==> src/rtl/min_sec_counter_pkg.sv <==
// Shared timer constants and BCD helpers for the PengTimer clock chain
// (seconds/minutes stage, hour stage and display).
package min_sec_counter_pkg;

    localparam int DIGIT_W = 4;
    localparam int SEC_MAX = 59;
    localparam int MIN_MAX = 59;
    localparam logic [DIGIT_W-1:0] TENS_MAX  = 4'd5;
    localparam logic [DIGIT_W-1:0] UNITS_MAX = 4'd9;

    function automatic logic bcd_valid(input logic [DIGIT_W-1:0] tens,
                                       input logic [DIGIT_W-1:0] units);
        return (tens <= TENS_MAX) && (units <= UNITS_MAX);
    endfunction

endpackage

==> src/rtl/min_sec_counter_bcd_mod60.sv <==
// Two-digit BCD modulo-60 counter with synchronous load; carry flags the
// 59 -> 00 wrap in the same cycle the increment is requested.
module bcd_mod60
    import min_sec_counter_pkg::*;
(
    input  logic               clk,
    input  logic               rst,
    input  logic               inc,
    input  logic               load,
    input  logic [DIGIT_W-1:0] load_tens,
    input  logic [DIGIT_W-1:0] load_units,
    output logic [DIGIT_W-1:0] tens,
    output logic [DIGIT_W-1:0] units,
    output logic               carry
);

    assign carry = inc && !load && (tens == TENS_MAX) && (units == UNITS_MAX);

    // Load takes priority; the top only presents in-range load data.
    always_ff @(posedge clk or posedge rst) begin
        if (rst) begin
            tens  <= '0;
            units <= '0;
        end else if (load) begin
            tens  <= load_tens;
            units <= load_units;
        end else if (inc) begin
            if (units == UNITS_MAX) begin
                units <= '0;
                tens  <= (tens == TENS_MAX) ? '0 : tens + 4'd1;
            end else begin
                units <= units + 4'd1;
            end
        end
    end

endmodule

==> src/rtl/min_sec_counter.sv <==
// Minutes/seconds stage: 1 Hz prescaler, BCD seconds and minutes, manual
// minute load and a one-cycle hour carry on the 59:59 -> 00:00 rollover.
module min_sec_counter
    import min_sec_counter_pkg::*;
#(
    parameter int CLK_HZ = 50_000_000
) (
    input  logic               clk,
    input  logic               rst,
    input  logic               en,
    input  logic               set_min,
    input  logic               set_hour,
    input  logic [DIGIT_W-1:0] set_num1,
    input  logic [DIGIT_W-1:0] set_num2,
    output logic               sec_tick,
    output logic [DIGIT_W-1:0] out_s1,
    output logic [DIGIT_W-1:0] out_s2,
    output logic [DIGIT_W-1:0] out_m1,
    output logic [DIGIT_W-1:0] out_m2,
    output logic               hour_inc
);

    localparam int PRESC_W = (CLK_HZ > 1) ? $clog2(CLK_HZ) : 1;
    localparam logic [PRESC_W-1:0] PRESC_LAST = PRESC_W'(CLK_HZ - 1);

    logic [PRESC_W-1:0] presc;
    logic               frozen;
    logic               terminal;
    logic               load_ok;
    logic               sec_carry;
    logic               min_carry;

    assign frozen   = ~en | set_min | set_hour;
    assign terminal = ~frozen && (presc == PRESC_LAST);
    // An out-of-range digit pair is dropped so the outputs stay valid BCD.
    assign load_ok  = set_min && bcd_valid(set_num1, set_num2);

    // Freezing clears the prescaler so a resume always starts a full second.
    always_ff @(posedge clk or posedge rst) begin
        if (rst) begin
            presc <= '0;
        end else if (frozen || terminal) begin
            presc <= '0;
        end else begin
            presc <= presc + PRESC_W'(1);
        end
    end

    always_ff @(posedge clk or posedge rst) begin
        if (rst) begin
            sec_tick <= 1'b0;
            hour_inc <= 1'b0;
        end else begin
            sec_tick <= terminal;
            hour_inc <= min_carry;
        end
    end

    bcd_mod60 u_seconds (
        .clk        (clk),
        .rst        (rst),
        .inc        (terminal),
        .load       (load_ok),
        .load_tens  ('0),
        .load_units ('0),
        .tens       (out_s1),
        .units      (out_s2),
        .carry      (sec_carry)
    );

    bcd_mod60 u_minutes (
        .clk        (clk),
        .rst        (rst),
        .inc        (sec_carry),
        .load       (load_ok),
        .load_tens  (set_num1),
        .load_units (set_num2),
        .tens       (out_m1),
        .units      (out_m2),
        .carry      (min_carry)
    );

endmodule

==> config.mk <==
export PLATFORM = sky130hd
export DESIGN_NAME = min_sec_counter
export DESIGN_NICKNAME = d
export VERILOG_FILES = /design/src/rtl/min_sec_counter_pkg.sv /design/src/rtl/min_sec_counter_bcd_mod60.sv /design/src/rtl/min_sec_counter.sv
export SDC_FILE = /design/constraint.sdc
export NUM_CORES = 1
export LEC_CHECK = 0
export CORE_MARGIN = 8
export CORE_UTILIZATION = 55
export CTS_BUF_LIST = sky130_fd_sc_hd__clkbuf_16
export DETAILED_ROUTE_END_ITERATION = 16
export PLACE_DENSITY = 0.84
export SLEW_MARGIN = 10
export SYNTH_ARGS = -nofsm -noshare
export SYNTH_HDL_FRONTEND = slang
export SYNTH_SLANG_ARGS = --single-unit
==> constraint.sdc <==
create_clock -name clk -period 2.9 [get_ports clk]
set_clock_uncertainty 0.15 [all_clocks]
set_input_delay 0.435 -clock clk [delete_from_list [all_inputs] [get_ports clk]]
set_output_delay 0.435 -clock clk [all_outputs]
set_load 0.02 [all_outputs]
==> results.yml, run 1 <==
run_status:
  run_status: "completed"
yosys:
  ys_seq_area_frac: 0.466
  synth_edf_count: 0
  synth.most_common_cell: "dfrtp_1"
  synth_nets: 272
  synthTopCellsByArea: "dfrtp_1 (47%), xor2_1 (6.3%), nor2_1 (5.1%), nand3_1 (4.7%), nand2_1 (3.8%)"
  synth_area_um2: 2360
  synth_common_cells: "dfrtp_1 (44), nor2_1 (32), nand2_1 (24), nand3_1 (22), xor2_1 (17)"
  ys_async_sr_fraction: 1.00
  synth_simple_gate_area_frac: 0.306
  synth-compound-area-share: 0.0820
  synth_xor_area_frac: 0.0926
  syn_avg_cell_area_um2: 9.31
  yosysTopAreaCell: "dfrtp_1"
  synth.yosys.warnings: 0
  ys_ff_latch: 44
  muxShareOfSynthArea: 0.00423
  synth_top_family_by_area: "simple AND/OR/NAND/NOR gates"
  yosys_most_used_dff: "dfrtp_1"
  synth_top_area_share: 0.466
  netlist_instances: 254
  ys_types: 40
  synthAdderAreaFrac: 0.0265
place:
  place.gp.congestion: 0.849
  post-place-ws_ns: 0.159
  post-place-cells: 332
  port_buffers: 30
  dp_hpwl_mm: 3.74
grt:
  grt_antenna_before_repair: 0
  grt_pass1_wl_mm: 9.06
  grt_start_max_net_pins: 24
  grt_pass1_vias: 2013
  grt_overflow_total: 0
  grt_usage: 0.172
drt:
  drtIter0Drc: 127
  ant_nets: 0
  drt-total-wl_mm: 5.19
  wl_per_cell_um: 15.3
  vias: 1973
  vias_per_cell: 5.80
  drc: 0
  dr.pass1.iters: 4
final_layout:
  fin_cells: 340
  drive_above_1_share: 0.0486
  synthToLayoutAreaGrowth_pct: 21.0
  diodes: 0
  fillCellCount: 338
  seqCellArea_um2: 1100
  layout.nets: 305
  multi_input_area_um2: 1210
worst_setup_path:
  start_kind: "flip-flop"
  crit_fanout: 13
  arrival_ns: 2.65
  worstSetupPathType: "reg -> reg"
  required_ns: 2.95
  endpoint_kind: "flip-flop"
job:
  drv_cap: 0
floorplanning:
  fp.coreArea_um2: 4230
  ios: 31
  start_util: 0.559
  rows: 24
  fp.dieW_um: 81.6
  die_area_um2: 6650
  die_h_um: 81.6
sta:
  setup_viol: 0
  period_minus_slack_ns: 2.61
  tns_ns: 0
  tightest_slew_ns: 0.743
  fin_crit_sh: 0.898
  setup_slack_ns: 0.295
  maxSlewViolCount: 0
  hold_violations: 0
  rsz0062_at_grt: "no"
  slew_headroom: 0.502
  fmax_ghz: 0.384
min_path:
  hold_path.class: "reg -> reg"
power:
  p_leak_nw: 1.16
  clkPwrFrac: 0.388
  switchingPower_w: 0.000324
  powerDensity_nw_per_um2: 469
  ir_drop_mv: 0.382
  p_sw_frac: 0.241
  p_int_w: 0.00102
  combinationalPowerShare: 0.119
  p_seq_frac: 0.494
cts:
  clock_path_buffers: 2
  hold_buffers: 0
  clk_latency_ns: 0.28
  cts_tree: "done"
  cts_resized: 0
  cts_setup_buffers: 0
  path_clk_slew_ns: 0.06
  cts_root_buffer: "clkbuf_16"
  ctsHtreeMaxLevel: 2
  cts_buffers: 5
  clock-sinks: 44
-- metrics by stage --
stage / total power, W / hold slack (ns) / cell area (um^2) / util
after CTS: 0.00136 / 0.337 / 2860 / 0.676
final: 0.00134 / 0.336 / 2860 / 0.676
after detailed placement: 0.000831 / 0.329 / 2730 / 0.644
after global placement: 0.000828 / 0.296 / 2730 / 0.644
after global routing: 0.00141 / 0.353 / 2860 / 0.676
after floorplan: 0.000753 / 0.283 / 2360 / -
-- per-layer routing --
metal	GRT usage	routed length, um	up-vias
li1	-	-	966
met1	0.218	2340	961
met2	0.284	2610	40
met3	0.0460	202	6
met4	0.0456	41	0
met5	0	0	-
-- sequential cells by signal, indices dropped and copies added (netlist names) --
| name | flops |
|---|---|
| u_seconds.units | 4 |
| u_seconds.tens | 4 |
| hour_inc | 1 |
| sec_tick | 1 |
| presc | 26 |
| u_minutes.tens | 4 |
| u_minutes.units | 4 |
-- final timing paths --
kind	start	endpoint	slack, ns	cells past startpoint
worst min register to register	presc[0]$_DFF_PP0_	presc[0]$_DFF_PP0_	0.34	1
worst max-delay path	presc[0]$_DFF_PP0_	u_seconds.units[2]$_DFFE_PP0P_	0.29	6
worst min-delay path	presc[0]$_DFF_PP0_	presc[0]$_DFF_PP0_	0.34	1
max in group asynchronous	rst	presc[1]$_DFF_PP0_	1.67	3
worst max register to register	presc[0]$_DFF_PP0_	u_seconds.units[2]$_DFFE_PP0P_	0.29	6
min in group asynchronous	rst	presc[20]$_DFF_PP0_	0.35	2
-- cells in the final DEF (no fill, tap or decap), drive strengths merged, types with 5 or more instances in the layout --
master,count
a21oi,11
and3,6
clkbuf,5
clkdlybuf4s50,30
dfrtp,44
ha,5
inv,8
nand2,24
nand3,22
nand4,8
nor2,32
o21ai,14
or3,10
xnor2,8
xor2,17
-- logic make-up after synthesis --
kind of cell    count (synthesis)
compound gates                 34
xor+xnor                       25
fa+ha+maj                       5
buf+inv                        14
flops                          44
mux                             1
simple gates                  131
-- power by group through the flow --
stage / Combinational, W / Clock [W] / Sequential [W]
after floorplan: 0.0000652 / 0 / 0.000688
after detailed placement: 0.000159 / 0 / 0.000672
after CTS: 0.000161 / 0.000533 / 0.000662
final: 0.000159 / 0.000520 / 0.000662
after global placement: 0.000156 / 0 / 0.000672
after global routing: 0.000175 / 0.000563 / 0.000668
-- area by class of cell --
cell class | count | share of cell area
clock buffer | 5 | 0.0437
clock inverter | 3 | 0.00394
inverter | 7 | 0.00918
multi-input combinational | 196 | 0.423
sequential | 44 | 0.385
tap | 52 | 0.0227
timing repair buffer | 33 | 0.113
-- worst max-delay path, cell delays in order (launching register included) --
cell	delay (ns)
dfrtp_1	0.38
ha_1	0.22
nand4_2	0.20
nor4_4	0.46
nand3_1	0.38
or4_1	0.59
a21oi_1	0.15
No activity file was read; power rests on OpenSTA's default activity.
==> run 2, diff against run 1 <==
--- a/config.mk
+++ b/config.mk
@@ -5,11 +5,13 @@
 export SDC_FILE = /design/constraint.sdc
 export NUM_CORES = 1
 export LEC_CHECK = 0
+export CELL_PAD_IN_SITES_DETAIL_PLACEMENT = 1
+export CELL_PAD_IN_SITES_GLOBAL_PLACEMENT = 1
 export CORE_MARGIN = 8
-export CORE_UTILIZATION = 55
+export CORE_UTILIZATION = 42
 export CTS_BUF_LIST = sky130_fd_sc_hd__clkbuf_16
 export DETAILED_ROUTE_END_ITERATION = 16
-export PLACE_DENSITY = 0.84
+export PLACE_DENSITY = 0.83
 export SLEW_MARGIN = 10
 export SYNTH_ARGS = -nofsm -noshare
 export SYNTH_HDL_FRONTEND = slang
==> results.yml, run 2 (same netlist as run 1, synthesis figures left out) <==
grt:
  grt_start_max_net_pins: 45
  grt_usage: 0.150
  grt_overflow_total: 0
  grt_pass1_wl_mm: 10.4
  grt_antenna_before_repair: 0
  grt_pass1_vias: 2184
worst_setup_path:
  worstSetupPathType: "in -> reg"
  arrival_ns: 2.54
  reg2reg_slack_ns: 0.43
  r2r-start: "presc[0]$_DFF_PP0_"
  required_ns: 2.96
  crit_fanout: 6
  reg2reg_to: "u_minutes.units[1]$_DFFE_PP0P_"
  r2r_cells: 6
  start_kind: "primary input"
  endpoint_kind: "flip-flop"
job:
  drv_cap: 0
min_path:
  hold-path-endpoint: "presc[0]$_DFF_PP0_"
  hold_path.class: "reg -> reg"
  worstHoldPathCells: 1
  hp-start: "presc[0]$_DFF_PP0_"
final_layout:
  top_register: "presc"
  largest_register_ff_count: 26
  mostFrequentLayoutCell: "dfrtp_1"
  layout.nets: 308
  fin_cells: 363
  diodes: 0
  drive_above_1_share: 0.0653
  final_cell_mix: "dfrtp_1 (44), nor2_1 (32), clkdlybuf4s50_1 (30)"
  synthToLayoutAreaGrowth_pct: 23.1
sta:
  maxSlewViolCount: 0
  hold_violations: 0
  fmax_ghz: 0.402
  fin_crit_sh: 0.857
  slew_headroom: 0.518
  tightest_slew_ns: 0.717
  period_minus_slack_ns: 2.49
  holdWs_ns: 0.309
  tns_ns: 0
  setup_viol: 0
  rsz0062_at_grt: "no"
place:
  dp_hpwl_mm: 4.32
  post-place-cells: 355
  port_buffers: 30
  place.gp.congestion: 0.780
cts:
  clock-sinks: 44
  ctsHtreeMaxLevel: 2
  cts_resized: 0
  cts_setup_buffers: 0
  cts_root_buffer: "clkbuf_16"
  hold_buffers: 0
  clk_latency_ns: 0.29
  clock_path_buffers: 2
  cts_tree: "done"
  cts_buffers: 5
  path_clk_slew_ns: 0.06
drt:
  vias_per_cell: 5.51
  drtIter0Drc: 78
  vias: 2001
  dr.pass1.iters: 4
  ant_nets: 0
  wl_per_cell_um: 16.5
  drc: 0
  drt-total-wl_mm: 5.99
power:
  ir_drop_mv: 0.248
  powerDensity_nw_per_um2: 471
  p_leak_nw: 1.17
floorplanning:
  rows: 27
  die_area_um2: 8290
  fp.coreArea_um2: 5470
  fp.dieW_um: 91.0
  ios: 31
  start_util: 0.432
  die_h_um: 91.0
run_status:
  run_status: "completed"
-- run 2: critical path: stages --
cell and delay (ns):
clkdlybuf4s50_1 0.47, nor3b_1 0.45, and2_1 0.29, nand3_1 0.21, or4b_1 0.52, a31oi_1 0.18
-- run 2: final cells by class --
| class | count | area, um^2 |
|---|---|---|
| fill | 645 | 2560 |
| multi-input combinational | 196 | 1210 |
| sequential | 44 | 1100 |
| timing repair buffer | 36 | 345 |
| clock buffer | 5 | 125 |
| tap | 72 | 90.1 |
| inverter | 7 | 26.3 |
| clock inverter | 3 | 13.8 |
-- run 2: how the worst max path moves through the flow --
stage	cells after the start	startpoint	endpoint	slack [ns]
5_1_grt	6	en	u_minutes.units[1]$_DFFE_PP0P_	0.28
3_5_place_dp	6	en	u_minutes.units[1]$_DFFE_PP0P_	0.15
2_1_floorplan	7	u_seconds.units[0]$_DFFE_PP0P_	u_minutes.units[1]$_DFFE_PP0P_	0.68
4_1_cts	7	presc[0]$_DFF_PP0_	u_seconds.units[2]$_DFFE_PP0P_	0.41
3_3_place_gp	6	en	u_minutes.units[1]$_DFFE_PP0P_	0.23
6_report	6	en	u_minutes.units[1]$_DFFE_PP0P_	0.41
-- run 2: through the flow --
| step | setup slack (ns) | utilization | area (um^2) | power [W] |
|---|---|---|---|---|
| 5_1_grt | 0.280 | 0.532 | 2910 | 0.00143 |
| 3_3_place_gp | 0.233 | 0.507 | 2770 | 0.000834 |
| 2_1_floorplan | 0.676 | - | 2360 | 0.000753 |
| 3_5_place_dp | 0.148 | 0.507 | 2770 | 0.000839 |
| 4_1_cts | 0.409 | 0.532 | 2910 | 0.00139 |
| 6_report | 0.413 | 0.532 | 2910 | 0.00137 |
-- run 2: where the power goes --
group / internal [W] / switching, W / leakage (nW)
clock: 0.000313 / 0.000230 / 0.0710
combinational: 0.0000772 / 0.0000845 / 0.504
sequential: 0.000632 / 0.0000355 / 0.599
total: 0.00102 / 0.000350 / 1.17
-- run 2: metal layers --
layer / global-route usage / routed length (um) / vias up
met5: 0 / 0 / -
li1: - / - / 971
met3: 0.0362 / 179 / 8
met4: 0.0464 / 65 / 0
met2: 0.255 / 3010 / 35
met1: 0.182 / 2730 / 987
